===== src/rtl/lpddr2_pkg.sv =====
// Shared types and constants for the LPDDR2 Avalon bridge.
package lpddr2_pkg;

  localparam int DDR_ADDR_W = 27;
  localparam int DDR_DATA_W = 32;

  // Cache data after a read timeout, so a stuck read is easy to spot downstream.
  localparam logic [DDR_DATA_W-1:0] TIMEOUT_POISON = 32'hDEADBEEF;

  typedef enum logic [2:0] {
    INIT,
    IDLE,
    WR,
    RD,
    RD_WAIT
  } state_t;

endpackage


===== src/rtl/lpddr2_bridge.sv =====
// Core-side request to Avalon-MM master bridge with a one-entry read cache
// and a read-response timeout.
module lpddr2_bridge
  import lpddr2_pkg::*;
#(
  parameter int TIMEOUT_CYCLES = 1023
) (
  input  logic                  clk,
  input  logic                  rst,
  input  logic [DDR_ADDR_W-1:0] address,
  input  logic [DDR_DATA_W-1:0] write_data,
  input  logic                  read_req,
  input  logic                  write_req,
  output logic [DDR_DATA_W-1:0] read_data,
  output logic                  busy,
  output logic                  err_timeout,
  input  logic                  avl_ready,
  output logic [DDR_ADDR_W-1:0] avl_addr,
  output logic [DDR_DATA_W-1:0] avl_wdata,
  output logic [3:0]            avl_be,
  output logic                  avl_read,
  output logic                  avl_write,
  input  logic                  avl_waitrequest,
  input  logic [DDR_DATA_W-1:0] avl_rdata,
  input  logic                  avl_rdata_valid
);

  localparam int CNT_W = $clog2(TIMEOUT_CYCLES + 1);
  localparam logic [CNT_W-1:0] CNT_LAST = CNT_W'(TIMEOUT_CYCLES - 1);

  state_t                state_reg, state_next;
  logic                  cache_valid_reg;
  logic [DDR_ADDR_W-1:0] cache_tag_reg;
  logic [DDR_DATA_W-1:0] cache_data_reg;
  logic [CNT_W-1:0]      tmo_cnt_reg;
  logic                  err_timeout_reg;
  logic                  avl_read_reg, avl_write_reg;
  logic [DDR_ADDR_W-1:0] avl_addr_reg;
  logic [DDR_DATA_W-1:0] avl_wdata_reg;

  logic hit, tmo_expire, tag_match;

  assign tag_match  = cache_valid_reg & (cache_tag_reg == address);
  assign hit        = (state_reg == IDLE) & read_req & tag_match;
  assign tmo_expire = (state_reg == RD_WAIT) & ~avl_rdata_valid & (tmo_cnt_reg == CNT_LAST);

  always_ff @(posedge clk) begin
    if (rst) state_reg <= INIT;
    else     state_reg <= state_next;
  end

  always_comb begin
    state_next = state_reg;
    unique case (state_reg)
      INIT:    if (avl_ready) state_next = IDLE;
      IDLE: begin
        // Writes win over a simultaneous read; the read is served afterwards.
        if (write_req)              state_next = WR;
        else if (read_req && !hit)  state_next = RD;
      end
      WR:      if (!avl_waitrequest) state_next = IDLE;
      RD:      if (!avl_waitrequest) state_next = RD_WAIT;
      RD_WAIT: if (avl_rdata_valid || tmo_expire) state_next = IDLE;
      default: state_next = INIT;
    endcase
  end

  always_comb begin
    busy = 1'b1;
    if (state_reg == IDLE) busy = write_req | (read_req & ~hit);
  end

  always_ff @(posedge clk) begin
    if (rst) begin
      cache_valid_reg <= 1'b0;
      cache_tag_reg   <= '0;
      cache_data_reg  <= '0;
      tmo_cnt_reg     <= '0;
      err_timeout_reg <= 1'b0;
      avl_read_reg    <= 1'b0;
      avl_write_reg   <= 1'b0;
      avl_addr_reg    <= '0;
      avl_wdata_reg   <= '0;
    end else begin
      // Strobes follow the next state, so they can never overlap.
      avl_read_reg  <= (state_next == RD);
      avl_write_reg <= (state_next == WR);

      if (state_reg == IDLE && write_req) begin
        avl_addr_reg  <= address;
        avl_wdata_reg <= write_data;
        if (tag_match) cache_data_reg <= write_data;
      end else if (state_reg == IDLE && read_req && !hit) begin
        avl_addr_reg <= address;
      end

      if (state_reg == RD_WAIT) begin
        if (avl_rdata_valid) begin
          cache_valid_reg <= 1'b1;
          cache_tag_reg   <= avl_addr_reg;
          cache_data_reg  <= avl_rdata;
          tmo_cnt_reg     <= '0;
        end else if (tmo_expire) begin
          cache_valid_reg <= 1'b0;
          cache_data_reg  <= TIMEOUT_POISON;
          err_timeout_reg <= 1'b1;
          tmo_cnt_reg     <= '0;
        end else begin
          tmo_cnt_reg <= tmo_cnt_reg + 1'b1;
        end
      end else begin
        tmo_cnt_reg <= '0;
      end
    end
  end

  assign read_data   = cache_data_reg;
  assign err_timeout = err_timeout_reg;
  assign avl_addr    = avl_addr_reg;
  assign avl_wdata   = avl_wdata_reg;
  assign avl_be      = 4'hF;
  assign avl_read    = avl_read_reg;
  assign avl_write   = avl_write_reg;

endmodule


===== config.mk =====
export PLATFORM = sky130hd
export DESIGN_NAME = lpddr2_bridge
export DESIGN_NICKNAME = d
export VERILOG_FILES = /design/src/rtl/lpddr2_pkg.sv /design/src/rtl/lpddr2_bridge.sv
export SDC_FILE = /design/constraint.sdc
export NUM_CORES = 1
export LEC_CHECK = 0
export BUFFER_PORTS_ARGS = -buffer_cell sky130_fd_sc_hd__buf_2
export CAP_MARGIN = 20
export CORE_UTILIZATION = 35
export CTS_CLUSTER_DIAMETER = 40
export DETAILED_ROUTE_END_ITERATION = 8
export REMOVE_ABC_BUFFERS = 1
export SYNTH_ARGS = -nofsm -noshare
export SYNTH_HDL_FRONTEND = slang
export SYNTH_SLANG_ARGS = --single-unit

===== constraint.sdc =====
create_clock -name clk -period 2.6 [get_ports clk]
set_input_delay 0.26 -clock clk [delete_from_list [all_inputs] [get_ports clk]]
set_output_delay 0.26 -clock clk [all_outputs]
set_load 0.01 [all_outputs]

# After elaboration in Yosys (flattened, before gate mapping)
# Index checks and enable logic that the tools add are counted.
# word_totals
reg_bits	135
in_bits	98
output_inout_bits	99
elab_cells	59
# op_classes
add_sub_neg	1
n_eq_ne	8
muxes	17
bitwise	10
n_reduce_logical	13
# ops
operator	n
32-bit 2-to-1 mux	5
27-bit 2-to-1 mux	2
27-bit == test	1
3-bit 2-to-1 mux	6
3-bit one-hot mux with 5 select lines	1
3-bit by 2-bit == test with 1-bit output (second input constant)	4
10-bit by 1-bit adder with 10-bit output (second input constant)	1
10-bit == test (second input constant)	1
1-bit AND	6
1-bit logical AND	4
2-bit AND reduction	2
2-bit nonzero test	2
4-bit OR reduction	1
3-bit by 1-bit == test with 1-bit output (second input constant)	1
3-bit == test (second input constant)	1
3-bit logical NOT	1
1-bit 2-to-1 mux	3
1-bit NOT	3
3-bit AND reduction	1
1-bit logical NOT	1
1-bit logical OR	1
1-bit OR	1

# Longest topological paths before layout
# Gate-level depths: netlist of run 1.
# logic_depth
word_depth	9
depth_mapped	8
ltp_nobuf	7

# Worst setup path after synthesis of run 1
# Ideal clock, no wire load.
# synth_timing
path_type	register to output
startpoint	register cache_tag_reg[23]
endpoint	output port busy
arrival_ps	1723
t_required_ps	2340
setup_slack_ps	617
stages_incl_launch_ff	8
n_path_buf	2
path_cell_list	dfxtp_1 -> xnor2_1 -> nand4_1 -> or4_1 -> buf_2 -> buf_1 -> o21ai_0 -> nand3_1
# synth_between
elab_chain_cells	7
# synth_rtl
element	line	text
from (decl)	lpddr2_bridge.sv:33	logic [DDR_ADDR_W-1:0] cache_tag_reg;
from (signal assigned)	lpddr2_bridge.sv:100	cache_tag_reg <= avl_addr_reg;
27-bit == test	lpddr2_bridge.sv:43	assign tag_match = cache_valid_reg & (cache_tag_reg == address);
1-bit AND	lpddr2_bridge.sv:43	
1-bit AND	lpddr2_bridge.sv:44	assign hit = (state_reg == IDLE) & read_req & tag_match;
1-bit NOT	lpddr2_bridge.sv:70	if (state_reg == IDLE) busy = write_req | (read_req & ~hit);
1-bit AND	lpddr2_bridge.sv:70	
1-bit OR	lpddr2_bridge.sv:70	
1-bit 2-to-1 mux	lpddr2_bridge.sv:70	
to (decl)	lpddr2_bridge.sv:15	output logic busy,
# Every way passes these cells.

# Worst setup path after layout of run 1
# layout_timing
startpoint	register cache_tag_reg[10]
endpoint	output port busy
# Same word-level chain as after synthesis.

==> results_dict.tcl, run 1 <==
set metrics [dict create \
    outcome "completed" \
    path_buf_inv 1 \
    peakVddDrop_v 0.000526 \
    area_growth_syn_to_layout_pct 31.2 \
    grt_start_max_net_pins 68 \
    fin_crit_sh 0.940 \
    rsz0062_at_grt "no" \
    cts_inserted_buffers 17 \
    h-tree-depth 4 \
    wl_per_cell_um 15.1 \
    skew_ns 0.00871 \
    synth_top_cell_area_share 0.457 \
    die_area_sq_um 17400 \
    ant_nets 0 \
    dieWidth_um 132 \
    port_buffers 192 \
    place_congestion 0.794 \
    power_density_nw_per_um2 705 \
    synth_edf_count 0 \
    min_period_ns 2.44 \
    multiInputGateArea_sq_um 2970 \
    arrival_ns 2.18 \
    dp_hpwl_mm 11.2 \
    slew_headroom 0.398 \
    synth_seq_cells 135 \
    critPathKind "reg -> out" \
    synth_cell_type_count 38 \
    worst_path_max_delay_cell "or4_4" \
    fill_cells 1615 \
    synthCells 701 \
    finalHoldViolations 0 \
    tritoncts "done" \
    synthesis.area_sq_um 5910 \
    postCtsHoldBufs 0 \
    cpPeakStageDelay_ns 0.62 \
    clock_latency_ns 0.41 \
    dr.pass1.iters 4 \
    cp_max_fo 4 \
    clock_tree.buffer_depth 2 \
    crit_family "simple AND/OR/NAND/NOR gates" \
    core_sq_um 16500 \
    synth_area_leader_cell "dfxtp_1" \
    synth-main-ff-cell "dfxtp_1" \
    hold_slack_ns 0.0675 \
    cts_root_buf "clkbuf_16" \
    worst_pin_slew_ns 0.903 \
    drc 0 \
    ys_seq_area_frac 0.457 \
    grt_pass1_wl_mm 27.5 \
    endpoint_kind "output pin" \
    drv_slew 0 \
    hp-class "in -> reg" \
    leakagePower_nw 3.08 \
    ios 197 \
    seq_area_sq_um 2700 \
    grt_pass1_vias 5198 \
    maxCapViolCount 0 \
    vias 5466 \
    cp_cell_sequence "xnor2_1 -> nand4_1 -> or4_4 -> o21ai_0 -> nand3_1 -> buf_2" \
    cp-start-kind "flip-flop" \
    rows 47 \
    ys_warn_count 0 \
    netlist_top_cells_area "dfxtp_1, nand2_1, nand2b_1, a21oi_1, mux2i_1" \
    async_flop_share 0 \
    nets 970 \
    layout_setup_ws_ns 0.156 \
    finalSetupViolations 0 \
    max_freq_ghz 0.409 \
    layout-drive-gt1-share 0.277 \
    drt_iter0_drc 232 \
    crit_required_ns 2.34 \
    yosys-top-cells-count "nand2_1, dfxtp_1, a21oi_1, nand2b_1" \
    antenna_found_initial 1 \
    initial_core_util 0.358 \
    dieHeight_um 132 \
    clock_sinks 135 \
    clkSlewWorstSetupHoldPaths_ns 0.06 \
    pre_cts_slack_ns 0.262 \
    grt_usage 0.197 \
    avgSynthCellArea_sq_um 8.44 \
    yosysMostFrequentCell "nand2_1" \
    via_per_inst 4.95 \
    wl_mm 16.7 \
    grt-ovfl-total 0 \
]
routing by layer:
layer	GRT usage	routed length [um]	share of wire	vias up
met5	0	0	0	-
met4	0.0472	103	0.0062	0
met3	0.0642	1300	0.078	6
met2	0.305	7600	0.46	195
met1	0.264	7680	0.46	2510
li1	-	-	-	2755
placed cells by master, fill, tap and decap left out, drive strengths merged, types with 24 or more instances in the layout:
| cell type | instances |
|---|---|
| buf | 205 |
| nand2 | 142 |
| dfxtp | 135 |
| a21oi | 63 |
| nand2b | 56 |
| nand4 | 41 |
| nor2 | 41 |
| xnor2 | 30 |
| mux2i | 27 |
| o31ai | 25 |
| a311oi | 24 |
final cells by class:
class / instances / area share
multi-input combinational: 505 / 0.383
sequential: 135 / 0.348
timing repair buffer: 205 / 0.140
clock buffer: 20 / 0.0589
tap: 220 / 0.0355
clock inverter: 12 / 0.0316
inverter: 6 / 0.00290
antenna: 1 / 0.000323
repair_timing:
action | CTS | global route
endpoints found under the hold margin | 0 | 0
buffers inserted | 0 | 0
endpoints found under the setup margin | 0 | 1
gates resized for setup | 0 | 1
stage by stage:
step | std cells | power [mW] | setup TNS, ns | instance area (sq um) | utilization
global route | 1104 | 5.69 | 0 | 7760 | 0.470
floorplan | 646 | 2.43 | -1.62 | 5670 | -
CTS | 1102 | 5.54 | 0 | 7740 | 0.469
global placement | 1070 | 2.67 | 0 | 7040 | 0.426
detailed placement | 1070 | 2.68 | 0 | 7040 | 0.426
finish | 1104 | 5.47 | 0 | 7760 | 0.470
cells by family (layout without fill, tap and decap cells):
group                    count (synthesis)  in the layout  synth area share
XOR/XNOR                                36             36            0.0533
flip-flops                             135            135             0.457
adder cells (fa/ha/maj)                  2              2           0.00423
AND/OR/NAND/NOR                        306            306             0.249
buffers and inverters                   64            243            0.0472
AO/OA/AOI/OAI                          130            130             0.143
other                                    1              5          0.000634
multiplexers                            27             27            0.0457
where the power goes:
group          total (mW)  leakage [nW]  switching [mW]  internal (mW)
Sequential           2.17          1.09          0.0416           2.13
Clock                2.84         0.341           0.896           1.95
Combinational       0.455          1.64           0.260          0.195
Total                5.47          3.08            1.20           4.28
worst paths after layout:
| path | from | end | slack, ns | depth (start not counted) |
|---|---|---|---|---|
| setup / recovery | cache_tag_reg[10]$_SDFFE_PP0P_ | busy | 0.16 | 6 |
| hold / removal | avl_rdata[17] | read_data[17]$_SDFF_PP0_ | 0.07 | 3 |
| setup reg to reg | cache_tag_reg[10]$_SDFFE_PP0P_ | avl_addr[3]$_SDFFE_PP0P_ | 0.38 | 5 |
| hold reg to reg | avl_wdata[1]$_SDFFE_PP0P_ | avl_wdata[1]$_SDFFE_PP0P_ | 0.45 | 2 |
worst register-to-register path, delay by kind of cell, from the launching register on:
family           cells  cell delay (ns)
AO/OA/AOI/OAI        1             0.52
XOR/XNOR             1             0.16
AND/OR/NAND/NOR      2             0.82
multiplexers         1             0.24
flip-flops           1             0.32
(Power assumes the default switching activity.)
==> inputs of run 2 (changes only) <==
--- a/config.mk
+++ b/config.mk
@@ -7,9 +7,10 @@
 export LEC_CHECK = 0
 export BUFFER_PORTS_ARGS = -buffer_cell sky130_fd_sc_hd__buf_2
 export CAP_MARGIN = 20
-export CORE_UTILIZATION = 35
+export CORE_UTILIZATION = 47
 export CTS_CLUSTER_DIAMETER = 40
 export DETAILED_ROUTE_END_ITERATION = 8
+export PLACE_DENSITY = 0.75
 export REMOVE_ABC_BUFFERS = 1
 export SYNTH_ARGS = -nofsm -noshare
 export SYNTH_HDL_FRONTEND = slang
==> run 2 against run 1 <==
  * Clock power fell by 4%
  * Die area fell by 25%
  * Worst hold slack got worse by 0.016 ns
  * Critical path type unchanged
  * Critical endpoint unchanged
==> results_dict.tcl, run 2 (synthesized netlist as in run 1, its figures left out) <==
set metrics [dict create \
    finalInstanceArea_sq_um 7690 \
    place_area_sq_um 7000 \
    finalHoldViolations 0 \
    grt_pass1_vias 5132 \
    hp-class "in -> reg" \
    finalSetupTns_ns 0 \
    seqPwrFrac 0.404 \
    dr.max_layer_used "met4" \
    port_buffers 192 \
    internal_power_mw 4.18 \
    combPwrFrac 0.085 \
    endpoint_kind "output pin" \
    dr.pass1.iters 5 \
    postCtsHoldBufs 0 \
    drt-met1-wl_mm 6.92 \
    multiInputGateArea_sq_um 2970 \
    fin_crit_sh 0.934 \
    instances_no_fill 1053 \
    power_density_nw_per_um2 698 \
    dieWidth_um 114 \
    finalSetupViolations 0 \
    grt-ovfl-total 0 \
    slew_headroom 0.409 \
    max_freq_ghz 0.412 \
    ant_nets 0 \
    netSwitchingPower_mw 1.19 \
    antenna_found_initial 1 \
    core_sq_um 12200 \
    wl_met3_mm 1.37 \
    clkSlewWorstSetupHoldPaths_ns 0.06 \
    vias 5586 \
    leakagePower_nw 3.08 \
    dieHeight_um 114 \
    initial_core_util 0.486 \
    area_growth_syn_to_layout_pct 30.0 \
    maxCapViolCount 0 \
    pre_cts_slack_ns 0.259 \
    wl_met2_mm 7.34 \
    drv_slew 0 \
    fin_util 0.632 \
    crit_required_ns 2.34 \
    arrival_ns 2.17 \
    path_buf_inv 1 \
    dp_hpwl_mm 10.6 \
    cp-start-kind "flip-flop" \
    layout_setup_ws_ns 0.172 \
    clkPwrFrac 0.510 \
    layout_common_cells "buf_2, nand2_1, dfxtp_1" \
    cp_cell_sequence "xnor2_1 -> nand4_1 -> or4_4 -> o21ai_0 -> nand3_1 -> buf_2" \
    peakVddDrop_v 0.000730 \
    clock_tree.buffer_depth 2 \
    skew_ns 0.0114 \
    drt_iter0_drc 511 \
    tritoncts "done" \
    crit_family "simple AND/OR/NAND/NOR gates" \
    wl_mm 15.9 \
    die_area_sq_um 13000 \
    grt_start_max_net_pins 103 \
    worst_pin_slew_ns 0.887 \
    fill_cells 1087 \
    rsz0062_at_grt "no" \
    dp.cells 1019 \
    critPathKind "reg -> out" \
    rows 40 \
    cts_root_buf "clkbuf_16" \
    nets 971 \
    wl_per_cell_um 15.1 \
    grt_pass1_wl_mm 25.2 \
    cpPeakStageDelay_ns 0.62 \
    seq_area_sq_um 2700 \
    cp_max_fo 5 \
    min_period_ns 2.43 \
    cts_inserted_buffers 17 \
    via_per_inst 5.30 \
    worst_path_max_delay_cell "or4_4" \
    clock_sinks 135 \
    grt_usage 0.246 \
    layout-drive-gt1-share 0.279 \
    outcome "completed" \
    h-tree-depth 4 \
    clock_latency_ns 0.42 \
    drc 0 \
    place_congestion 0.808 \
    layout_commonest_cell "buf_2" \
    switching_share 0.222 \
    ios 197 \
]
run 2: final timing paths:
| kind | from | to | slack [ns] | cells after the start |
|---|---|---|---|---|
| max | cache_tag_reg[10]$_SDFFE_PP0P_ | busy | 0.17 | 6 |
| min | avl_rdata[8] | read_data[8]$_SDFF_PP0_ | 0.05 | 3 |
| max reg2reg | cache_tag_reg[10]$_SDFFE_PP0P_ | avl_addr[10]$_SDFFE_PP0P_ | 0.40 | 5 |
| min reg2reg | avl_wdata[24]$_SDFFE_PP0P_ | avl_wdata[24]$_SDFFE_PP0P_ | 0.45 | 2 |
run 2: layout make-up:
class / instances / area share
Sequential cell: 135 / 0.352
Timing Repair Buffer: 206 / 0.144
Multi-Input combinational cell: 505 / 0.386
Clock inverter: 13 / 0.0291
Clock buffer: 19 / 0.0589
Inverter: 6 / 0.00293
Antenna cell: 1 / 0.000325
Tap cell: 168 / 0.0273
run 2: worst min-delay path, cell delays in order:
cell and delay (ns):
buf_2 0.07, nand2_1 0.04, o211ai_1 0.06
run 2: repair_timing:
action / in CTS / in global routing
gates resized for setup: 0 / 1
endpoints found under the setup margin: 0 / 1
setup buffers: 0 / 0
run 2: power groups by stage:
stage	Clock (mW)	Sequential, mW	Combinational (mW)
floorplan	0	2.24	0.189
global placement	0	2.21	0.453
detailed placement	0	2.22	0.458
CTS	2.79	2.17	0.460
global route	2.87	2.18	0.502
finish	2.74	2.17	0.459
run 2: per-stage QoR:
step | hold WS [ns] | total power, mW
floorplan | 0.329 | 2.43
global route | 0.0558 | 5.55
detailed placement | 0.443 | 2.67
global placement | 0.440 | 2.67
finish | 0.0514 | 5.37
CTS | 0.0390 | 5.42
run 2: routing by layer:
layer,global-route usage,vias to the layer above
met5,0,-
met4,0.0978,0
met3,0.0842,23
met2,0.391,238
met1,0.306,2560
li1,-,2765
==> inputs of run 3 (changes only) <==
--- a/config.mk
+++ b/config.mk
@@ -8,6 +8,7 @@
 export BUFFER_PORTS_ARGS = -buffer_cell sky130_fd_sc_hd__buf_2
 export CAP_MARGIN = 20
 export CORE_UTILIZATION = 47
+export CTS_BUF_LIST = sky130_fd_sc_hd__clkbuf_2
 export CTS_CLUSTER_DIAMETER = 40
 export DETAILED_ROUTE_END_ITERATION = 8
 export PLACE_DENSITY = 0.75
==> run 3 against run 2 <==
  * Combinational power is 35% higher
  * Global-route usage up 3.5 points
  * Register-to-register slack got worse by 0.23 ns
  * Critical path type unchanged
  * Critical endpoint unchanged
==> results_dict.tcl, run 3 (synthesized netlist as in run 1, its figures left out) <==
set metrics [dict create \
    crit_family "simple AND/OR/NAND/NOR gates" \
    clock_latency_ns 0.71 \
    maxCapViolCount 0 \
    die_area_sq_um 13000 \
    min_period_ns 2.59 \
    layout_common_cells "buf_2, nand2_1, dfxtp_1" \
    finalHoldViolations 0 \
    hp-class "in -> reg" \
    via_per_inst 5.33 \
    finalSetupTns_ns 0 \
    grt_start_max_net_pins 103 \
    core_sq_um 12200 \
    timing.rr.end "avl_wdata[3]$_SDFFE_PP0P_" \
    dp_hpwl_mm 10.6 \
    drt_iter0_drc 822 \
    vias 6273 \
    clock_sinks 135 \
    nets 1094 \
    drc 0 \
    area_growth_syn_to_layout_pct 46.3 \
    place_congestion 0.808 \
    slew_headroom 0.405 \
    fill_cells 899 \
    grt_use_met1 0.325 \
    grt_usage 0.281 \
    crit_required_ns 2.34 \
    antenna_found_initial 1 \
    cp-start-kind "flip-flop" \
    seq_area_sq_um 2710 \
    grt_busiest_layer "met2" \
    cp_cell_sequence "xnor2_2 -> nand4_1 -> or4_4 -> o21ai_2 -> nand3_1 -> buf_2" \
    rows 40 \
    ant_nets 0 \
    layout-drive-gt1-share 0.272 \
    multiInputGateArea_sq_um 3060 \
    leakagePower_nw 3.55 \
    initial_core_util 0.486 \
    tritoncts "done" \
    pre_cts_slack_ns 0.259 \
    cts_root_buf "clkbuf_2" \
    peakVddDrop_v 0.000507 \
    fin_crit_sh 0.998 \
    whs_path_depth 4 \
    totalPowerFinal_mw 4.40 \
    finalSetupViolations 0 \
    worstHoldStart "write_req" \
    hold_end "read_data[3]$_SDFF_PP0_" \
    wl_per_cell_um 15.8 \
    clkSlewWorstSetupHoldPaths_ns 0.20 \
    outcome "completed" \
    reg2regPathDepth 7 \
    worst_pin_slew_ns 0.893 \
    path_buf_inv 1 \
    arrival_ns 2.33 \
    clock_tree.buffer_depth 2 \
    rr_startpoint "state_reg[0]$_SDFF_PP0_" \
    grtUsageMet2 0.472 \
    wl_mm 18.6 \
    critPathKind "reg -> out" \
    grt_pass1_vias 6029 \
    max_freq_ghz 0.385 \
    cpPeakStageDelay_ns 0.59 \
    cp_max_fo 2 \
    dr.pass1.iters 5 \
    endpoint_kind "output pin" \
    h-tree-depth 4 \
    rsz0062_at_grt "yes" \
    dieWidth_um 114 \
    drv_slew 0 \
    cts_inserted_buffers 17 \
    power_density_nw_per_um2 508 \
    grt-ovfl-total 0 \
    worst_path_max_delay_cell "or4_4" \
    gr-usage-met3 0.0831 \
    grt_pass1_wl_mm 28.8 \
    skew_ns 0.0312 \
    layout_setup_ws_ns 0.00576 \
    port_buffers 192 \
    layout_commonest_cell "buf_2" \
    ios 197 \
    dieHeight_um 114 \
    critPathLaunch "cache_tag_reg[8]$_SDFFE_PP0P_" \
    rrSetupSlack_ns 0.17 \
]
==> run 3: cell count changes in the layout (fill, tap and decap cells not counted), sizes merged <==
cell / delta
dlygate4sd3: +116
clkinv: +2
clkbuf: -2
buf: +7
==> run 3: how the worst max path moves through the flow <==
stage,to,slack (ns),cells after the start
after detailed placement,avl_addr[10]$_SDFFE_PP0P_,0.26,6
after global placement,avl_addr[0]$_SDFFE_PP0P_,0.32,6
final,busy,0.006,6
after floorplan,read_data[14]$_SDFF_PP0_,-0.20,5
after global routing,busy,-0.14,6
after CTS,busy,-0.10,6
==> run 3: layout make-up <==
cell class	instances	share of cell area
Clock buffer	17	0.00983
Tap cell	168	0.0243
Clock inverter	15	0.0268
Inverter	6	0.00260
Multi-Input combinational cell	505	0.354
Timing Repair Buffer	329	0.269
Sequential cell	135	0.314
Antenna cell	1	0.000289
==> run 3: worst reg2reg max path: cells and delay by family, from the launching register on <==
kind	cells	cell delay (ns)
buf+inv	3	1.27
simple gates	3	0.50
flops	1	0.50
compound gates	1	0.14
==> run 3: routing by layer <==
layer	share of wire	up-vias
met3	0.085	56
met1	0.40	2898
met2	0.48	308
met5	0	-
li1	-	3011
met4	0.032	0
==> run 3: timing repair <==
action                                  in CTS  in global routing
buffers inserted                             3                  4
hold endpoints to repair                    97                  0
gates resized for setup                      6                 19
hold buffers                               116                  0
endpoints found under the setup margin       1                  1
pin swaps                                    5                  8
==> run 3: report_power, final <==
part / switching, mW / total (mW) / internal (mW)
clock network: 0.790 / 1.60 / 0.813
logic: 0.300 / 0.619 / 0.319
registers: 0.0429 / 2.18 / 2.13
==> run 3: metrics by stage <==
step	hold slack [ns]	utilization	std cells	cell area (sq um)
finish	0.0875	0.711	1176	8650
global route	0.0270	0.711	1176	8650
CTS	0.0278	0.700	1170	8510
detailed placement	0.443	0.575	1019	7000
global placement	0.440	0.575	1019	7000
floorplan	0.329	-	646	5670
